File: config.mk
export PLATFORM = sky130hd
export DESIGN_NAME = constant_memory_loader
export DESIGN_NICKNAME = d
export VERILOG_FILES = /design/src/rtl/const_mem_pkg.sv /design/src/rtl/constant_memory_loader.sv
export SDC_FILE = /design/constraint.sdc
export NUM_CORES = 1
export LEC_CHECK = 0
export ABC_AREA = 0
export BUFFER_PORTS_ARGS = -buffer_cell sky130_fd_sc_hd__buf_2
export CAP_MARGIN = 20
export CORE_MARGIN = 1
export CORE_UTILIZATION = 46
export DETAILED_ROUTE_END_ITERATION = 10
export PLACE_DENSITY = 0.76
export SYNTH_ARGS = -nofsm -noshare
export SYNTH_HDL_FRONTEND = slang
export SYNTH_SLANG_ARGS = --single-unit
File: constraint.sdc
create_clock -name clk_i -period 2.63 [get_ports clk_i]
set_input_delay 0.263 -clock clk_i [delete_from_list [all_inputs] [get_ports clk_i]]
set_output_delay 0.263 -clock clk_i [all_outputs]
set_load 0.005 [all_outputs]
File: src/rtl/const_mem_pkg.sv
// Shared types and sizing for the constant memory loader.
// No logic, no latency.
// No handshakes; types and constants only.
package const_mem_pkg;

    localparam int CMEM_ADDR_WIDTH = 9;
    localparam int CMEM_DATA_WIDTH = 32;

    typedef enum logic [1:0] {
        IDLE = 2'd0,
        LOAD = 2'd1,
        DONE = 2'd2
    } state_t;

    // Number of words in a constant memory with the given address width.
    function automatic int unsigned cmem_depth(input int unsigned addr_width);
        return 32'd1 << addr_width;
    endfunction

endpackage

File: src/rtl/constant_memory_loader.sv
// Fills the CGRA constant memory from a (base, count) command followed by a stream of data words.
// Latency: data beat accepted at cycle N -> memory write at N+1; done_o coincides with the final write.
// Backpressure: cmd_ready_o only in IDLE, data_ready_o only in LOAD; optional checksum_o under CONST_LOADER_CHECKSUM_EN.
module constant_memory_loader
    import const_mem_pkg::*;
#(
    parameter int ADDR_WIDTH = CMEM_ADDR_WIDTH,
    parameter int DATA_WIDTH = CMEM_DATA_WIDTH
) (
    input  logic                  clk_i,
    input  logic                  rst_i,
    input  logic                  cmd_valid_i,
    output logic                  cmd_ready_o,
    input  logic [ADDR_WIDTH-1:0] cmd_base_addr_i,
    input  logic [ADDR_WIDTH:0]   cmd_count_i,
    input  logic                  data_valid_i,
    output logic                  data_ready_o,
    input  logic [DATA_WIDTH-1:0] data_i,
    input  logic                  abort_i,
    output logic [ADDR_WIDTH-1:0] memory_write_addr_o,
    output logic [DATA_WIDTH-1:0] memory_line_o,
    output logic                  write_memory_en_o,
    output logic                  busy_o,
    output logic                  done_o,
    output logic                  error_o
`ifdef CONST_LOADER_CHECKSUM_EN
    ,
    output logic [DATA_WIDTH-1:0] checksum_o
`endif
);

    localparam int unsigned          DEPTH     = cmem_depth(ADDR_WIDTH);
    localparam logic [ADDR_WIDTH+1:0] DEPTH_EXT = DEPTH[ADDR_WIDTH+1:0];
    localparam logic [ADDR_WIDTH-1:0] ADDR_ONE  = {{(ADDR_WIDTH-1){1'b0}}, 1'b1};
    localparam logic [ADDR_WIDTH:0]   CNT_ONE   = {{ADDR_WIDTH{1'b0}}, 1'b1};

    state_t                  state_q;
    logic [ADDR_WIDTH-1:0]   addr_q;
    logic [ADDR_WIDTH:0]     remaining_q;
    logic [ADDR_WIDTH+1:0]   cmd_end;
    logic                    cmd_range_bad;

    // Two extra bits so base+count never wraps; a load ending exactly at the top word is legal.
    assign cmd_end       = {2'b00, cmd_base_addr_i} + {1'b0, cmd_count_i};
    assign cmd_range_bad = (cmd_end > DEPTH_EXT);

    assign cmd_ready_o  = (state_q == IDLE);
    assign data_ready_o = (state_q == LOAD);
    assign busy_o       = (state_q != IDLE);

    // Command FSM plus the registered write stage; reset also kills a write registered in the same cycle.
    always_ff @(posedge clk_i) begin
        if (rst_i) begin
            state_q             <= IDLE;
            addr_q              <= '0;
            remaining_q         <= '0;
            memory_write_addr_o <= '0;
            memory_line_o       <= '0;
            write_memory_en_o   <= 1'b0;
            done_o              <= 1'b0;
            error_o             <= 1'b0;
`ifdef CONST_LOADER_CHECKSUM_EN
            checksum_o          <= '0;
`endif
        end else begin
            write_memory_en_o <= 1'b0;
            done_o            <= 1'b0;
            error_o           <= 1'b0;
            case (state_q)
                IDLE: begin
                    if (cmd_valid_i) begin
                        addr_q      <= cmd_base_addr_i;
                        remaining_q <= cmd_count_i;
`ifdef CONST_LOADER_CHECKSUM_EN
                        checksum_o  <= '0;
`endif
                        if (cmd_range_bad) begin
                            state_q <= DONE;
                            error_o <= 1'b1;
                        end else if (cmd_count_i == '0) begin
                            state_q <= DONE;
                            done_o  <= 1'b1;
                        end else begin
                            state_q <= LOAD;
                        end
                    end
                end
                LOAD: begin
                    // Abort wins over a coincident beat: that beat is dropped, not written.
                    if (abort_i) begin
                        state_q <= DONE;
                        error_o <= 1'b1;
                    end else if (data_valid_i) begin
                        memory_write_addr_o <= addr_q;
                        memory_line_o       <= data_i;
                        write_memory_en_o   <= 1'b1;
                        addr_q              <= addr_q + ADDR_ONE;
                        remaining_q         <= remaining_q - CNT_ONE;
`ifdef CONST_LOADER_CHECKSUM_EN
                        checksum_o          <= checksum_o + data_i;
`endif
                        if (remaining_q == CNT_ONE) begin
                            state_q <= DONE;
                            done_o  <= 1'b1;
                        end
                    end
                end
                DONE: begin
                    state_q <= IDLE;
                end
                default: begin
                    state_q <= IDLE;
                end
            endcase
        end
    end

endmodule

Yosys cells after proc, flatten, opt, wreduce, memory -nomap -nowiden
Cells that the tools add are included.
{ "op_classes": {"n_reduce_logical": 8, "muxes": 27, "eq_ne": 7, "add_sub_neg": 3, "magnitude_cmp": 1, "n_bitwise": 2} }
{ "ops": {"columns": ["op", "n"], "rows": [
  ["10-bit two-way mux", 3],
  ["9-bit two-way mux", 3],
  ["10-bit one-hot mux with 2 select lines", 1],
  ["9-bit one-hot mux with 2 select lines", 1],
  ["2-bit two-way mux", 6],
  ["9-bit by 10-bit adder with 11-bit output", 1],
  ["11-bit by 10-bit > comparator with 1-bit output (second input constant)", 1],
  ["10-bit by 1-bit == test with 1-bit output (second input constant)", 1],
  ["10-bit logical NOT", 1],
  ["1-bit two-way mux", 10],
  ["10-bit by 1-bit subtractor with 10-bit output (second input constant)", 1],
  ["9-bit by 1-bit adder with 9-bit output (second input constant)", 1],
  ["2-bit != test (second input constant)", 3],
  ["3-bit AND reduction", 2],
  ["1-bit one-hot mux with 2 select lines", 2],
  ["2-bit one-hot mux with 2 select lines", 1],
  ["4-bit AND reduction", 1],
  ["2-bit nonzero test", 2],
  ["3-bit by 1-bit != test with 1-bit output (second input constant)", 1],
  ["3-bit by 2-bit != test with 1-bit output (second input constant)", 1],
  ["3-bit OR reduction", 1],
  ["2-bit by 1-bit == test with 1-bit output (second input constant)", 1],
  ["2-bit logical NOT", 1],
  ["1-bit inverter", 2]
]} }
{ "word_totals": {"output_inout_bits": 47, "inputBits": 56, "ff_bits": 65} }

Depth between registers and ports, before layout
Gate-level depths: netlist of run 1.
{ "logic_depth": {"ltp_word": 5, "depth_mapped": 11, "mapped_depth_nobuf": 11} }

Least setup slack after synthesis of run 1
No wires, ideal clock.
{ "synth_path": {"path_kind": "input -> register", "from": "in cmd_base_addr_i[4]", "to": "reg done_o", "setup_time_ns": 0.088, "path_stages": 9, "slack_ns": 0.132, "t_arrival_ns": 2.410, "n_path_buf": 0, "path_cell_list": "ha_1 > and3_4 > a2111oi_4 > nor2_2 > nor4_4 > nand4_1 > maj3_2 > o22a_2 > o32ai_2"} }
{ "synth_between": {"elab_chain_len": 5} }
{ "synth_lines": {"columns": ["item", "line_no", "rtl"], "rows": [
  ["start, declared", "constant_memory_loader.sv:14", "input logic [ADDR_WIDTH-1:0] cmd_base_addr_i,"],
  ["9-bit by 10-bit adder with 11-bit output", "constant_memory_loader.sv:44", "assign cmd_end = {2'b00, cmd_base_addr_i} + {1'b0, cmd_count_i};"],
  ["11-bit by 10-bit > comparator with 1-bit output", "constant_memory_loader.sv:45", "assign cmd_range_bad = (cmd_end > DEPTH_EXT);"],
  ["1-bit two-way mux", "constant_memory_loader.sv:77", "if (cmd_range_bad) begin"],
  ["1-bit two-way mux", "constant_memory_loader.sv:71", "if (cmd_valid_i) begin"],
  ["1-bit one-hot mux with 2 select lines", "constant_memory_loader.sv:69", "case (state_q)"],
  ["end signal, assigned", "constant_memory_loader.sv:60", "done_o <= 1'b0;"],
  ["end signal, assigned", "constant_memory_loader.sv:67", "done_o <= 1'b0;"],
  ["end signal, assigned", "constant_memory_loader.sv:82", "done_o <= 1'b1;"],
  ["end, declared", "constant_memory_loader.sv:24", "output logic done_o,"]
]} }
Every way passes these cells.
A chain may end at the register's enable or synchronous reset.

Final worst setup path of run 1
Same ends and word-level chain as after synthesis.

==> results of run 1 <==
-- through the flow --
step	cells	setup TNS, ns	instance area (µm²)	setup slack (ns)
detailed placement	620	-0.671	3890	-0.207
global route	636	0	4100	0.0279
CTS	636	0	4090	0.159
floorplan	431	0	3230	0.132
finish	636	0	4100	0.162
global placement	620	-0.185	3890	-0.0793
-- timing repair --
item | in CTS | in global routing
gates resized for setup | 0 | 2
endpoints found under the hold margin | 0 | 0
hold buffers | 0 | 0
endpoints found under the setup margin | 0 | 4
setup buffers | 0 | 0
-- critical path: cells and delay by family --
kind	cells	cell delay, ns
AO/OA/AOI/OAI	3	0.87
adder cells (fa/ha/maj)	2	0.68
buffers and inverters	1	0.11
AND/OR/NAND/NOR	4	0.80
-- Yosys cell counts (all sizes together) (3+ instances only) --
cell type	instances
a211oi	6
a21oi	70
and3	4
clkbuf	24
dfxtp	65
ha	12
inv	16
nand2	109
nand3	13
nand3b	3
nand4	3
nor2	26
nor3	12
nor4	4
o21a	3
o21ai	20
o31ai	3
o32ai	3
-- worst paths after layout --
kind	start	to	cells past startpoint
worst min register to register	memory_line_o[19]	memory_line_o[19]	2
worst max register to register	state_q[1]	addr_q[5]	6
worst min-delay path	data_i[7]	memory_line_o[7]	3
worst max-delay path	cmd_base_addr_i[4]	done_o	10
-- kinds of logic (layout without fill, tap and decap cells) --
kind of cell | after synthesis | in the layout
and+or+nand+nor | 184 | 184
AOI/OAI and AO/OA | 124 | 124
DFF | 65 | 65
buffers and inverters | 41 | 150
adders and majority gates | 14 | 14
xor gates and xnor gates | 3 | 3
-- sequential cells by signal, indices dropped and copies added, names as in the netlist --
register and flops:
done_o 1, write_memory_en_o 1, memory_write_addr_o 9, error_o 1
addr_q 9, remaining_q 10, state_q 2, memory_line_o 32
-- final cells by class --
cell class	count	area (µm²)
clock buffers	9	124
fillers	637	2690
multi-input cells	325	1790
well taps	96	120
repair buffers	118	631
clock inverters	7	80.1
flip-flops and latches	65	1300
inverters	16	60.1
-- routing by layer --
| layer | share of wire | wire, µm |
|---|---|---|
| met3 | 0.034 | 285 |
| met4 | 0.011 | 91 |
| met5 | 0 | 0 |
| met1 | 0.46 | 3820 |
| met2 | 0.50 | 4140 |
-- power groups by stage --
stage          Clock, mW  Sequential, mW  Combinational (mW)
2_1_floorplan          0            1.09               0.308
3_3_place_gp           0            1.10               0.449
3_5_place_dp           0            1.10               0.460
4_1_cts            0.886            1.08               0.462
5_1_grt            0.927            1.09               0.525
6_report           0.861            1.08               0.469
-- layout by cell type (no fill, tap or decap), types with 2 or more instances in the layout --
cell,count
ha_1,12
clkinv_4,3
nor4_1,3
nand4_1,3
and2_1,2
a22oi_1,2
nor3_1,12
buf_2,102
a31oi_1,2
nand2_1,109
o211a_1,2
a21oi_1,70
o32ai_1,2
nor2_1,25
o21ai_0,20
nand2b_1,2
and3_1,2
o211ai_1,2
nand3_1,13
clkbuf_8,9
nand3b_1,3
a21o_1,2
a211oi_1,6
o31ai_1,3
dfxtp_1,65
buf_4,16
inv_1,16
a221oi_1,2
o21a_1,3
==> results.cfg, run 1 <==
[synthesis]
synth_seq_cells = 65
synth_top_family_by_area = simple AND/OR/NAND/NOR gates
yosysWarnings = 0
synthSimpleGateAreaFrac = 0.253
synthArstFlopShare = 0
synth_xor_area_frac = 0.00813
synth_flop_cell = dfxtp_1
synth_edf_count = 0
seq_area_frac_synth = 0.403
syn-num-nets = 500
yosys.cell_types.count = 49
synth.area.top_cells = dfxtp_1, nand2_1, a21oi_1
synthCells = 431
synthAdderAreaFrac = 0.0562
synthMuxAreaShare = 0
yosysTopAreaCell = dfxtp_1
syn_area_um2 = 3230
avgSynthCellArea_um2 = 7.50
yosys.area.top_type_share = 0.403
synth_compound_area_frac = 0.232

[floorplanning]
initial_core_util = 0.476
die_area_um2 = 7360
die_width_um = 85.8
core_area_um2 = 6790
ioPinCount = 103
die_h_um = 85.8
rows = 30

[power_and_ir_drop]
switching_power_uw = 734
power.density_nw_per_um2 = 588
leakagePower_nw = 1.76
p_int_mw = 1.68
sw_frac_of_total = 0.304
ir_drop_v = 0.000359
total_power_mw = 2.41
clockPowerShare = 0.357
power_frac_comb = 0.195
pwr-share-seq = 0.449

[sta]
rsz0062_at_grt = no
hold_viol_final = 0
slew_headroom = 0.527
period_share = 0.938
fin_hold_ws_ns = 0.155
max_freq_mhz = 405
worstMarginPinSlew_ns = 0.708
setup_violations = 0
period_minus_slack_ns = 2.47
fin_worst_skew_ns = 0.00739
report.final.slew_viol_count = 0

[global_routing]
busiest_layer = met2
grt_util_met2 = 0.380
grt_use_met1 = 0.292
use_met3 = 0.0481
grt_max_degree = 43
grt_pass1_wl_mm = 13.3
antenna_found_initial = 0
track_usage = 0.225
grt_pass1_vias = 2886
overflow = 0

[detailed_routing]
dr_total_vias = 3318
routedWlPerCell_um = 13.1
routed_wl_mm = 8.34
drtIter0Drc = 225
dr.pass1.iters = 4
vias_per_cell = 5.22
drtAntennaViolNets = 0
post-route-drc-count = 0

[layout]
fin_util = 0.604
area_growth_pct = 27.0
drive_above_1_share = 0.272
nets = 604
antenna_cells = 0

[cts]
clock_latency_ns = 0.34
root_buffer = clkbuf_8
clk_pin_slew_ns = 0.08
numCtsBuffers = 9
cts_buffer_depth = 2
cts_tree = built
htree_levels = 3
cts.sinks = 65

[setup_path]
max_stage_delay_ns = 0.38
worstPathCellList = buf_2, ha_1, and2_1, a2111oi_4, nor2_2, nor4_4, nand4_1, maj3_2, o22a_2, o32ai_2
path_class = input pin to register
r2r_slack_ns = 0.95
required_ns = 2.88
start_kind = input pin
cp_max_fo = 5
cp.arrival_ns = 2.72
critPathSlowestCell = a2111oi_4
end_kind = register

[placement]
gp_congestion = 0.899
io_buffers = 102
dp_hpwl_mm = 6.07

[run]
cap_violations = 0

[outcome]
status = finished, final reports clean

[hold_path]
hp-class = input pin to register
Note: power is estimated with default switching activity, not from simulation.
==> run 2, diff against run 1 <==
--- a/config.mk
+++ b/config.mk
@@ -9,9 +9,12 @@
 export BUFFER_PORTS_ARGS = -buffer_cell sky130_fd_sc_hd__buf_2
 export CAP_MARGIN = 20
 export CORE_MARGIN = 1
-export CORE_UTILIZATION = 46
+export CORE_UTILIZATION = 48
+export CTS_BUF_LIST = sky130_fd_sc_hd__clkbuf_8
 export DETAILED_ROUTE_END_ITERATION = 10
-export PLACE_DENSITY = 0.76
+export HOLD_SLACK_MARGIN = 0.08
+export MAX_ROUTING_LAYER = met4
+export PLACE_DENSITY = 0.79
 export SYNTH_ARGS = -nofsm -noshare
 export SYNTH_HDL_FRONTEND = slang
 export SYNTH_SLANG_ARGS = --single-unit
==> run 2 against run 1 <==
  * The flow now finishes with violations (design-rule violations)
  * Sequential share of layout area up 0.058 points
  * Final area fell by 0.18%
  * Clock skew about the same
  * Hold slack better by 0.0045 ns
  * Total power is 3.5% higher
  * Die area is 4.1% lower
  * Via count grew 0.45%
  * Wire length decreased by 0.79%
  * Utilization grew 3.4 points
  * Critical path type unchanged
==> results.cfg, run 2 (same netlist as run 1, synthesis figures left out) <==
[layout]
antenna_cells = 0
area_growth_pct = 26.7
n_fill_cell = 597
stdcell_area_um2 = 4090
drive_above_1_share = 0.271
nets = 603
final_cell_mix = nand2_1, buf_2, a21oi_1
fin_util = 0.637
top_regs = memory_line_o: 32 flops, remaining_q: 10 flops
largest_reg_flops = 32
layout_commonest_cell = nand2_1
top_register = memory_line_o

[floorplanning]
initial_core_util = 0.503
ioPinCount = 103
die_area_um2 = 7060
die_width_um = 84.0
die_h_um = 84.0
rows = 29
core_area_um2 = 6420

[cts]
clk_pin_slew_ns = 0.08
cts_tree = built
root_buffer = clkbuf_8
cts_buffer_depth = 2
numCtsBuffers = 9
htree_levels = 3
clock_latency_ns = 0.33
cts.sinks = 65

[detailed_routing]
drtAntennaViolNets = 0
dr.pass1.iters = 8
vias_per_cell = 5.41
routed_wl_mm = 8.27
drtIter0Drc = 178
routedWlPerCell_um = 13.4
post-route-drc-count = 8
dr_total_vias = 3333

[sta]
hold_viol_final = 0
slew_headroom = 0.531
report.final.slew_viol_count = 0
worstMarginPinSlew_ns = 0.703
rsz0062_at_grt = no
period_share = 0.939
setup_violations = 0
period_minus_slack_ns = 2.47
fin_worst_skew_ns = 0.00743
setup_tns_ns = 0
max_freq_mhz = 405

[power_and_ir_drop]
power.density_nw_per_um2 = 610
ir_drop_v = 0.000485
leakagePower_nw = 1.77
total_power_mw = 2.50

[setup_path]
r2r-start = state_q[1]
cp_max_fo = 4
worstRegToRegCells = 6
reg2reg_to = memory_line_o[22]
crit_path_end = done_o
path_class = input pin to register
start_kind = input pin
required_ns = 2.88
critPathLaunch = cmd_base_addr_i[0]
cp.arrival_ns = 2.72
r2r_slack_ns = 0.92
end_kind = register

[global_routing]
track_usage = 0.249
grt_max_degree = 43
overflow = 0
antenna_found_initial = 0
grt_pass1_wl_mm = 13.9
grt_pass1_vias = 3122

[placement]
placed_area_um2 = 3860
gp_congestion = 1.02
dp_hpwl_mm = 6.05
io_buffers = 102

[outcome]
status = complete, but fails checks
violations = design-rule violations

[hold_path]
hold_path_depth = 3
hp-class = input pin to register

[run]
cap_violations = 0
-- run 2: cell types whose count changed in the layout (fill, tap and decap cells not counted), sizes merged --
cell	delta
bufinv	+1
clkinv	-2
buf	-1
clkbuf	+1
-- run 2: worst min-delay path by stage --
stage	slack [ns]	from	to
5_1_grt	0.15	data_i[7]	memory_line_o[7]
3_3_place_gp	0.44	memory_line_o[2]	memory_line_o[2]
6_report	0.16	data_i[11]	memory_line_o[11]
2_1_floorplan	0.40	data_i[0]	memory_line_o[0]
4_1_cts	0.14	data_i[7]	memory_line_o[7]
3_5_place_dp	0.44	memory_line_o[7]	memory_line_o[7]
-- run 2: layout make-up --
cell class	instances	area, µm²	area share
Inverter	16	60.1	0.0147
Multi-Input combinational cell	325	1790	0.436
Tap cell	77	96.3	0.0235
Timing Repair Buffer	117	623	0.152
Clock inverter	6	90.1	0.0220
Sequential cell	65	1300	0.318
Clock buffer	10	138	0.0336
-- run 2: per-layer routing --
metal,share of wire,routed length (µm),track usage
met4,0.022,178,0.0956
met5,0,0,-
met2,0.52,4290,0.439
met3,0.046,378,0.0465
met1,0.41,3420,0.279
-- run 2: report_power, final --
| group | switching, mW | internal, mW |
|---|---|---|
| logic | 0.271 | 0.195 |
| registers | 0.0463 | 1.03 |
| clock network | 0.386 | 0.563 |
-- run 2: critical path, stage by stage --
cell and delay [ns]:
buf_2 0.11, ha_1 0.20, inv_1 0.08, fa_1 0.21, nor2b_2 0.06, o31a_1 0.25, or4_1 0.47, o211ai_1 0.10
nand4_1 0.14, maj3_2 0.33, o22a_2 0.25, o32ai_2 0.25
-- run 2: what timing repair did --
item | in CTS | in global routing
hold buffers | 0 | 0
setup endpoints to repair | 0 | 3
setup buffers | 0 | 0
gates resized for setup | 0 | 2
-- run 2: metrics by stage --
stage / worst slack [ns] / hold WS (ns) / std cells
after floorplan: 0.132 / 0.399 / 431
after global placement: -0.0715 / 0.438 / 600
after detailed placement: -0.191 / 0.443 / 600
after CTS: 0.141 / 0.145 / 616
after global routing: 0.0476 / 0.148 / 616
final: 0.161 / 0.160 / 616
